File: src/rtl/rv32im_writeback_pkg.sv
// Shared parameters and producer-source encoding for the rv32im writeback slice.
package rv32im_writeback_pkg;

    localparam int unsigned DEF_XLEN     = 32;
    localparam int unsigned DEF_REG_BITS = 5;

    typedef enum logic [1:0] {
        SRC_MEM = 2'd0,
        SRC_MD  = 2'd1,
        SRC_ALU = 2'd2
    } src_e;

endpackage

File: src/rtl/rv32im_scoreboard.sv
// Per-register busy bits: set when decode claims a destination, cleared when
// its result is accepted. Register 0 is never marked busy.
module rv32im_scoreboard
    import rv32im_writeback_pkg::*;
#(
    parameter int unsigned REG_BITS = DEF_REG_BITS
) (
    input  logic                     clk_i,
    input  logic                     rst_ni,
    input  logic                     set_i,
    input  logic [REG_BITS-1:0]      set_rd_i,
    input  logic                     clr_i,
    input  logic [REG_BITS-1:0]      clr_rd_i,
    input  logic [REG_BITS-1:0]      rd_a_i,
    output logic                     busy_a_o,
    input  logic [REG_BITS-1:0]      rd_b_i,
    output logic                     busy_b_o,
    output logic [2**REG_BITS-1:0]   busy_o
);

    localparam int unsigned NREGS = 2**REG_BITS;

    logic [NREGS-1:0] busy_q;
    logic [NREGS-1:0] busy_d;

    always_comb begin
        busy_d = busy_q;
        if (clr_i) begin
            busy_d[clr_rd_i] = 1'b0;
        end
        if (set_i) begin
            busy_d[set_rd_i] = 1'b1;
        end
        busy_d[0] = 1'b0;
    end

    always_ff @(posedge clk_i or negedge rst_ni) begin
        if (!rst_ni) begin
            busy_q <= '0;
        end else begin
            busy_q <= busy_d;
        end
    end

    assign busy_a_o = busy_q[rd_a_i];
    assign busy_b_o = busy_q[rd_b_i];
    assign busy_o   = busy_q;

endmodule

File: src/rtl/rv32im_writeback.sv
// Writeback arbiter (mem > md > alu) with a one-stage register file write port,
// busy scoreboard and hazard-gated read strobe.
module rv32im_writeback
    import rv32im_writeback_pkg::*;
#(
    parameter int unsigned XLEN     = DEF_XLEN,
    parameter int unsigned REG_BITS = DEF_REG_BITS
) (
    input  logic                clk_i,
    input  logic                rst_ni,
    input  logic                issue_valid_i,
    input  logic [REG_BITS-1:0] issue_rd_i,
    output logic                issue_ready_o,
    input  logic [REG_BITS-1:0] rs1_addr_i,
    input  logic [REG_BITS-1:0] rs2_addr_i,
    input  logic                read_req_i,
    output logic                hazard_o,
    output logic                rf_read_o,
    input  logic                mem_valid_i,
    input  logic [REG_BITS-1:0] mem_rd_i,
    input  logic [XLEN-1:0]     mem_data_i,
    output logic                mem_ready_o,
    input  logic                md_valid_i,
    input  logic [REG_BITS-1:0] md_rd_i,
    input  logic [XLEN-1:0]     md_data_i,
    output logic                md_ready_o,
    input  logic                alu_valid_i,
    input  logic [REG_BITS-1:0] alu_rd_i,
    input  logic [XLEN-1:0]     alu_data_i,
    output logic                alu_ready_o,
    output logic                rf_write_o,
    output logic [REG_BITS-1:0] rf_rd_addr_o,
    output logic [XLEN-1:0]     rf_data_o,
    output logic                err_o
);

    logic [2**REG_BITS-1:0] busy;
    logic                   busy_rs1;
    logic                   busy_rs2;
    logic                   issue_accept;
    logic                   accept;
    src_e                   src;
    logic [REG_BITS-1:0]    sel_rd;
    logic [XLEN-1:0]        sel_data;

    logic                   rf_write_q, rf_write_d;
    logic [REG_BITS-1:0]    rf_addr_q, rf_addr_d;
    logic [XLEN-1:0]        rf_data_q, rf_data_d;
    logic                   err_q, err_d;

    assign issue_ready_o = !busy[issue_rd_i] || (issue_rd_i == '0);
    assign issue_accept  = issue_valid_i && issue_ready_o;

    assign mem_ready_o = 1'b1;
    assign md_ready_o  = !mem_valid_i;
    assign alu_ready_o = !mem_valid_i && !md_valid_i;

    always_comb begin
        accept = 1'b1;
        src    = SRC_ALU;
        if (mem_valid_i) begin
            src = SRC_MEM;
        end else if (md_valid_i) begin
            src = SRC_MD;
        end else if (!alu_valid_i) begin
            accept = 1'b0;
        end
        sel_rd   = alu_rd_i;
        sel_data = alu_data_i;
        case (src)
            SRC_MEM: begin
                sel_rd   = mem_rd_i;
                sel_data = mem_data_i;
            end
            SRC_MD: begin
                sel_rd   = md_rd_i;
                sel_data = md_data_i;
            end
            default: begin
                sel_rd   = alu_rd_i;
                sel_data = alu_data_i;
            end
        endcase
    end

    rv32im_scoreboard #(
        .REG_BITS (REG_BITS)
    ) u_scoreboard (
        .clk_i    (clk_i),
        .rst_ni   (rst_ni),
        .set_i    (issue_accept),
        .set_rd_i (issue_rd_i),
        .clr_i    (accept),
        .clr_rd_i (sel_rd),
        .rd_a_i   (rs1_addr_i),
        .busy_a_o (busy_rs1),
        .rd_b_i   (rs2_addr_i),
        .busy_b_o (busy_rs2),
        .busy_o   (busy)
    );

    // Address/data hold when idle; only the strobe and error pulse drop.
    always_comb begin
        rf_write_d = accept && (sel_rd != '0);
        rf_addr_d  = rf_addr_q;
        rf_data_d  = rf_data_q;
        err_d      = accept && (sel_rd != '0) && !busy[sel_rd];
        if (accept) begin
            rf_addr_d = sel_rd;
            rf_data_d = sel_data;
        end
    end

    always_ff @(posedge clk_i or negedge rst_ni) begin
        if (!rst_ni) begin
            rf_write_q <= 1'b0;
            rf_addr_q  <= '0;
            rf_data_q  <= '0;
            err_q      <= 1'b0;
        end else begin
            rf_write_q <= rf_write_d;
            rf_addr_q  <= rf_addr_d;
            rf_data_q  <= rf_data_d;
            err_q      <= err_d;
        end
    end

    assign rf_write_o   = rf_write_q;
    assign rf_rd_addr_o = rf_addr_q;
    assign rf_data_o    = rf_data_q;
    assign err_o        = err_q;

    // No write-through in the register file: a write in flight counts as a hazard.
    assign hazard_o = ((rs1_addr_i != '0) &&
                       (busy_rs1 || (rf_write_q && (rf_addr_q == rs1_addr_i)))) ||
                      ((rs2_addr_i != '0) &&
                       (busy_rs2 || (rf_write_q && (rf_addr_q == rs2_addr_i))));
    assign rf_read_o = read_req_i && !hazard_o;

endmodule

File: config.mk
export PLATFORM = sky130hd
export DESIGN_NAME = rv32im_writeback
export DESIGN_NICKNAME = d
export VERILOG_FILES = /design/src/rtl/rv32im_writeback_pkg.sv /design/src/rtl/rv32im_scoreboard.sv /design/src/rtl/rv32im_writeback.sv
export SDC_FILE = /design/constraint.sdc
export NUM_CORES = 1
export LEC_CHECK = 0
export BUFFER_PORTS_ARGS = -buffer_cell sky130_fd_sc_hd__buf_2
export CORE_MARGIN = 10
export CORE_UTILIZATION = 35
export CTS_BUF_LIST = sky130_fd_sc_hd__clkbuf_8
export DETAILED_ROUTE_END_ITERATION = 16
export GPL_ROUTABILITY_DRIVEN = 1
export PLACE_DENSITY_LB_ADDON = 0.05
export SETUP_SLACK_MARGIN = 0.02
export SLEW_MARGIN = 0
export SYNTH_ARGS = -nofsm -noshare
export SYNTH_HDL_FRONTEND = slang
export SYNTH_HIERARCHICAL = 1
export SYNTH_SLANG_ARGS = --single-unit
File: constraint.sdc
create_clock -name clk_i -period 2.71 [get_ports clk_i]
set_input_delay 0.271 -clock clk_i [delete_from_list [all_inputs] [get_ports clk_i]]
set_output_delay 0.271 -clock clk_i [all_outputs]
set_load 0.01 [all_outputs]
======== Word-level counts from Yosys, hierarchy flattened ========
Cells that the tools add are included.
word-level totals
  register bits ........................... 70
  bits of input ports ..................... 133
  output and inout bits ................... 45
  logic and storage cells ................. 63
cells by class
  magnitude comparators ................... 6
  equality and inequality tests ........... 3
  muxes and demuxes ....................... 21
  bitwise operators ....................... 3
  reduce and logical (&&, ||, !) cells .... 25
operators with widths
  cell                                                                                  number
  32-bit 2-to-1 mux                                                                     2
  32-bit case mux with 2 select lines                                                   1
  32-bit AND                                                                            1
  32-bit NOT                                                                            1
  32-bit OR                                                                             1
  5-bit by 6-bit less-than comparator with 1-bit output (second input constant)         4
  1-bit binary-select mux with 5-bit select                                             4
  5-bit nonzero test                                                                    3
  1-bit logical AND                                                                     11
  1-bit demux with 5-bit select                                                         2
  5-bit == test                                                                         2
  5-bit by 1-bit greater-or-equal comparator with 1-bit output (second input constant)  2
  5-bit case mux with 2 select lines                                                    1
  1-bit 2-to-1 mux                                                                      9
  1-bit zero test                                                                       5
  5-bit zero test                                                                       1
  1-bit logical OR                                                                      4
  2-bit 2-to-1 mux                                                                      2
  2-bit by 1-bit == test with 1-bit output (second input constant)                      1
  2-bit zero test                                                                       1

======== Logic depth before layout (Yosys ltp) ========
  depth in word-level cells ............... 13
  gate-level depth with buffers ........... 9
  depth with buffers taken out ............ 8

======== Hierarchy ========
Netlist, hierarchy kept.
modules (own cells, without submodules)
  module             times used  cells each  area each (µm²)
  rv32im_writeback   1           348         2880.3
  rv32im_scoreboard  1           195         1853.0

======== Worst setup path before layout ========
OpenSTA, ideal clock, no wires.
  path kind ............................... input-to-reg
  start point ............................. in issue_rd_i[2]
  end point ............................... reg u_scoreboard.busy_q[16], in the netlist u_scoreboard/busy_o[16]
  library setup time ...................... 83 ps
  data arrival time ....................... 2536 ps
  required time ........................... 2627 ps
  path slack .............................. 92 ps
  stages on the path ...................... 7
  buffers on the path ..................... 1
  path through ............................ buf_2 mux4_2 mux4_2 mux2i_1 and2_1 or3b_2 o21ai_0
on the way
  cells in the longest elaborated chain, start to end .. 6
RTL lines
  what                                       RTL line                 text
  start: declaration                         rv32im_writeback.sv:12   input logic [REG_BITS-1:0] issue_rd_i,
  1-bit binary-select mux with 5-bit select  rv32im_writeback.sv:51   assign issue_ready_o = !busy[issue_rd_i] || (issue_rd_i == '0);
  1-bit 2-to-1 mux (not written as such)     rv32im_writeback.sv:51
  1-bit zero test                            rv32im_writeback.sv:51
  1-bit logical OR (*)                       rv32im_writeback.sv:51
  via issue_ready_o                          rv32im_writeback.sv:13   output logic issue_ready_o,
  1-bit logical AND (*)                      rv32im_writeback.sv:52   assign issue_accept = issue_valid_i && issue_ready_o;
  via issue_accept                           rv32im_writeback.sv:40   logic issue_accept;
  32-bit 2-to-1 mux (*)                      rv32im_scoreboard.sv:31  if (set_i) begin
  via u_scoreboard.busy_d[16]                rv32im_scoreboard.sv:24  logic [NREGS-1:0] busy_d;
  end signal: assignment                     rv32im_scoreboard.sv:41  busy_q <= busy_d;
  end: declaration                           rv32im_scoreboard.sv:23  logic [NREGS-1:0] busy_q;
Mark *: on every way through the listed nets, which the timed path passes. The rest lies on a longest branch. The select of a mux whose other input is x is not followed.
A chain may end at the register's enable or synchronous reset.

======== Final worst setup path ========
  start point ............................. reg u_scoreboard.busy_q[15], in the netlist u_scoreboard/busy_o[15]
  end point ............................... reg u_scoreboard.busy_q[20], in the netlist u_scoreboard/busy_o[20]
on the way
  cells in the longest elaborated chain, start to end .. 6
RTL lines
  what                                       RTL line
  1-bit binary-select mux with 5-bit select  rv32im_writeback.sv:51
  1-bit 2-to-1 mux (not written as such)     rv32im_writeback.sv:51
  1-bit zero test                            rv32im_writeback.sv:51
  1-bit logical OR                           rv32im_writeback.sv:51
  1-bit logical AND                          rv32im_writeback.sv:52
  via issue_accept                           rv32im_writeback.sv:40
  32-bit 2-to-1 mux                          rv32im_scoreboard.sv:31
  via u_scoreboard.busy_d[20]                rv32im_scoreboard.sv:24
The timed path passes the listed nets, and every way through them passes these cells. The select of a mux whose other input is x is not followed.

==> results by group <==
Layout
  – Share of cells above drive strength 1: 0.350
  – Final-layout fill cell count: 1,346
  – Layout overhead on the synthesized area: 29.8%
  – End-of-flow core utilization: 0.463
  – Number of nets in the final layout: 849
  – Number of inserted diodes: 0

Synthesis
  – Average size of a mapped cell: 8.73 um2
  – YS warnings: 6
  – Net Count, Synth: 674
  – Count of mapped cells out of synthesis: 541
  – Post-synthesis instance area: 4720 um2

Routing
  – WL final: 17,600 um
  – DRC Markers: 0
  – Detailed-router iteration count before antenna repair: 5
  – DR iter-0 viols: 435
  – Detailed-route vias per instance: 5.54
  – Total number of vias: 4,960
  – Number of routed nets with antenna violations: 0
  – DR WL/cell: 19.7 um

Power and ir drop
  – Cell area power density: 611 nW/um2
  – Peak supply drop: 0.000245 V
  – Lkg Pwr: 2.83 nW
  – Tot Pwr: 0.00374 W

Global route
  – Global-route wire length before repair: 27,400 um
  – Number of antenna violations at the first check in global routing: 0
  – Pin count of the biggest net entering global routing: 71
  – Global routing usage summed across all routing layers: 0.186
  – Vias in the first global route: 5,208
  – Overflow left after global routing: 0

Timing
  – Post-route setup TNS: 0 ns
  – Count of pins over their slew limit: 0
  – Final WS setup: 0.126 ns
  – Hold violation count in the final report: 0
  – Final min period: 2.58 ns
  – Least-Margin Pin Slew: 0.647 ns
  – Max Fclk: 0.387 GHz
  – Layout Skew: 0.00984 ns
  – Final cycle utilization of the critical path: 0.953
  – Number of setup violations in the final report: 0
  – Worst slew slack as a fraction of its limit: 0.568

Hold path
  – Kind of path behind the tightest hold check: in -> reg

Flow run
  – Count of maximum capacitance violations: 0

Place
  – Global placement routability congestion: 0.943
  – Final HPWL DP: 13,400 um
  – Post-Place Worst Slack: 0.0729 ns
  – Input/output buffers: 176

CTS
  – Maximum buffer depth of the clock tree: 2
  – Clk slew on worst S/H paths: 0.07 ns
  – Clock tree root buffer cell: sky130_fd_sc_hd__clkbuf_8
  – Number of H-tree branching levels: 3
  – Total setup buffers inserted after CTS: 0
  – CTS tree: yes
  – Total number of clock tree sinks: 70
  – Num CTS Buffers: 9
  – Clock insertion delay at the later pin of the skew report: 0.36 ns

Critical path
  – Largest fanout on the critical path: 7
  – Worst setup EP type: register
  – Data required, critical path: 2.98 ns
  – Kind of start point of the critical path: register
  – Data arrival time of the critical path: 2.86 ns
  – Classification of the worst setup path: reg -> reg

Floorplanning
  – Core Region: 13,200 um2
  – Initial core utilization: 0.357
  – Die Y: 136 um
  – DIE AREA: 18,500 um2
  – Std cell rows: 42
  – Horizontal die dimension: 136 um
  – Number of top-level pins: 178

Status
  – Result of the run: finished clean
==> state kept, by name, summed over array words and instances (netlist names) <==
signal / cells
rf_data_o: 32
u_scoreboard/busy_o: 31
rf_rd_addr_o: 5
err_o: 1
rf_write_o: 1
==> cell usage in the layout (no fill, tap or decap), types with 11 or more instances in the layout <==
cell type	n
sky130_fd_sc_hd__buf_2	176
sky130_fd_sc_hd__a21oi_1	104
sky130_fd_sc_hd__dfrtp_1	70
sky130_fd_sc_hd__o21ai_0	68
sky130_fd_sc_hd__inv_1	42
sky130_fd_sc_hd__o22ai_1	33
sky130_fd_sc_hd__mux2i_1	28
sky130_fd_sc_hd__buf_4	23
sky130_fd_sc_hd__nand2_1	22
sky130_fd_sc_hd__mux4_2	18
sky130_fd_sc_hd__nand3_1	17
sky130_fd_sc_hd__nor2_1	15
sky130_fd_sc_hd__clkbuf_8	11
==> what timing repair did <==
action	4_1_cts	5_1_grt
hold buffers	1	0
gates resized for setup	0	7
endpoints found under the hold margin	70	0
setup endpoints to repair	0	2
==> area by class of cell <==
| cell class | count | area, um2 | area share |
|---|---|---|---|
| inverter | 43 | 161 | 0.0263 |
| multi-input combinational | 391 | 2690 | 0.439 |
| sequential | 70 | 1750 | 0.286 |
| tap | 176 | 220 | 0.0359 |
| clock inverter | 4 | 71.3 | 0.0116 |
| clock buffer | 11 | 151 | 0.0247 |
| timing repair buffer | 201 | 1080 | 0.177 |
==> critical path, stage by stage (launching register included) <==
cell and delay (ns):
sky130_fd_sc_hd__dfrtp_1 0.43, sky130_fd_sc_hd__mux4_2 0.49, sky130_fd_sc_hd__mux4_2 0.50, sky130_fd_sc_hd__mux2i_1 0.19
sky130_fd_sc_hd__and2_1 0.17, sky130_fd_sc_hd__or3b_2 0.54, sky130_fd_sc_hd__o21ai_0 0.20
==> through the flow <==
stage               hold slack, ns  cell area (um2)  instances
finish                       0.203             6130        896
global route                 0.197             6130        896
CTS                          0.190             6080        896
detailed placement           0.332             5850        880
global placement             0.331             5850        880
floorplan                  -0.0246             4720        541
==> path summary, 6_finish.rpt <==
check,startpoint,to,slack (ns),cells after the start
max,u_scoreboard/busy_o[15],u_scoreboard/busy_o[20],0.13,6
min,md_data_i[0],rf_data_o[0],0.20,3
max reg2reg,u_scoreboard/busy_o[15],u_scoreboard/busy_o[20],0.13,6
min reg2reg,rf_rd_addr_o[4],rf_rd_addr_o[4],0.56,2
max in group asynchronous,rst_ni,rf_data_o[23],1.92,3
min in group asynchronous,rst_ni,u_scoreboard/busy_o[10],0.47,3
==> per-layer routing <==
metal	global-route usage	wire length [um]	vias to the layer above
li1	-	-	2362
met2	0.306	8580	252
met5	0	0	-
met1	0.222	7030	2317
met3	0.0598	1640	29
met4	0.0722	380	0
==> where the power goes <==
part           switching, W  internal, W
Clock              0.000402     0.000560
Sequential         0.000238      0.00125
Combinational      0.000656     0.000632
Note: power is estimated with default switching activity, not from simulation.
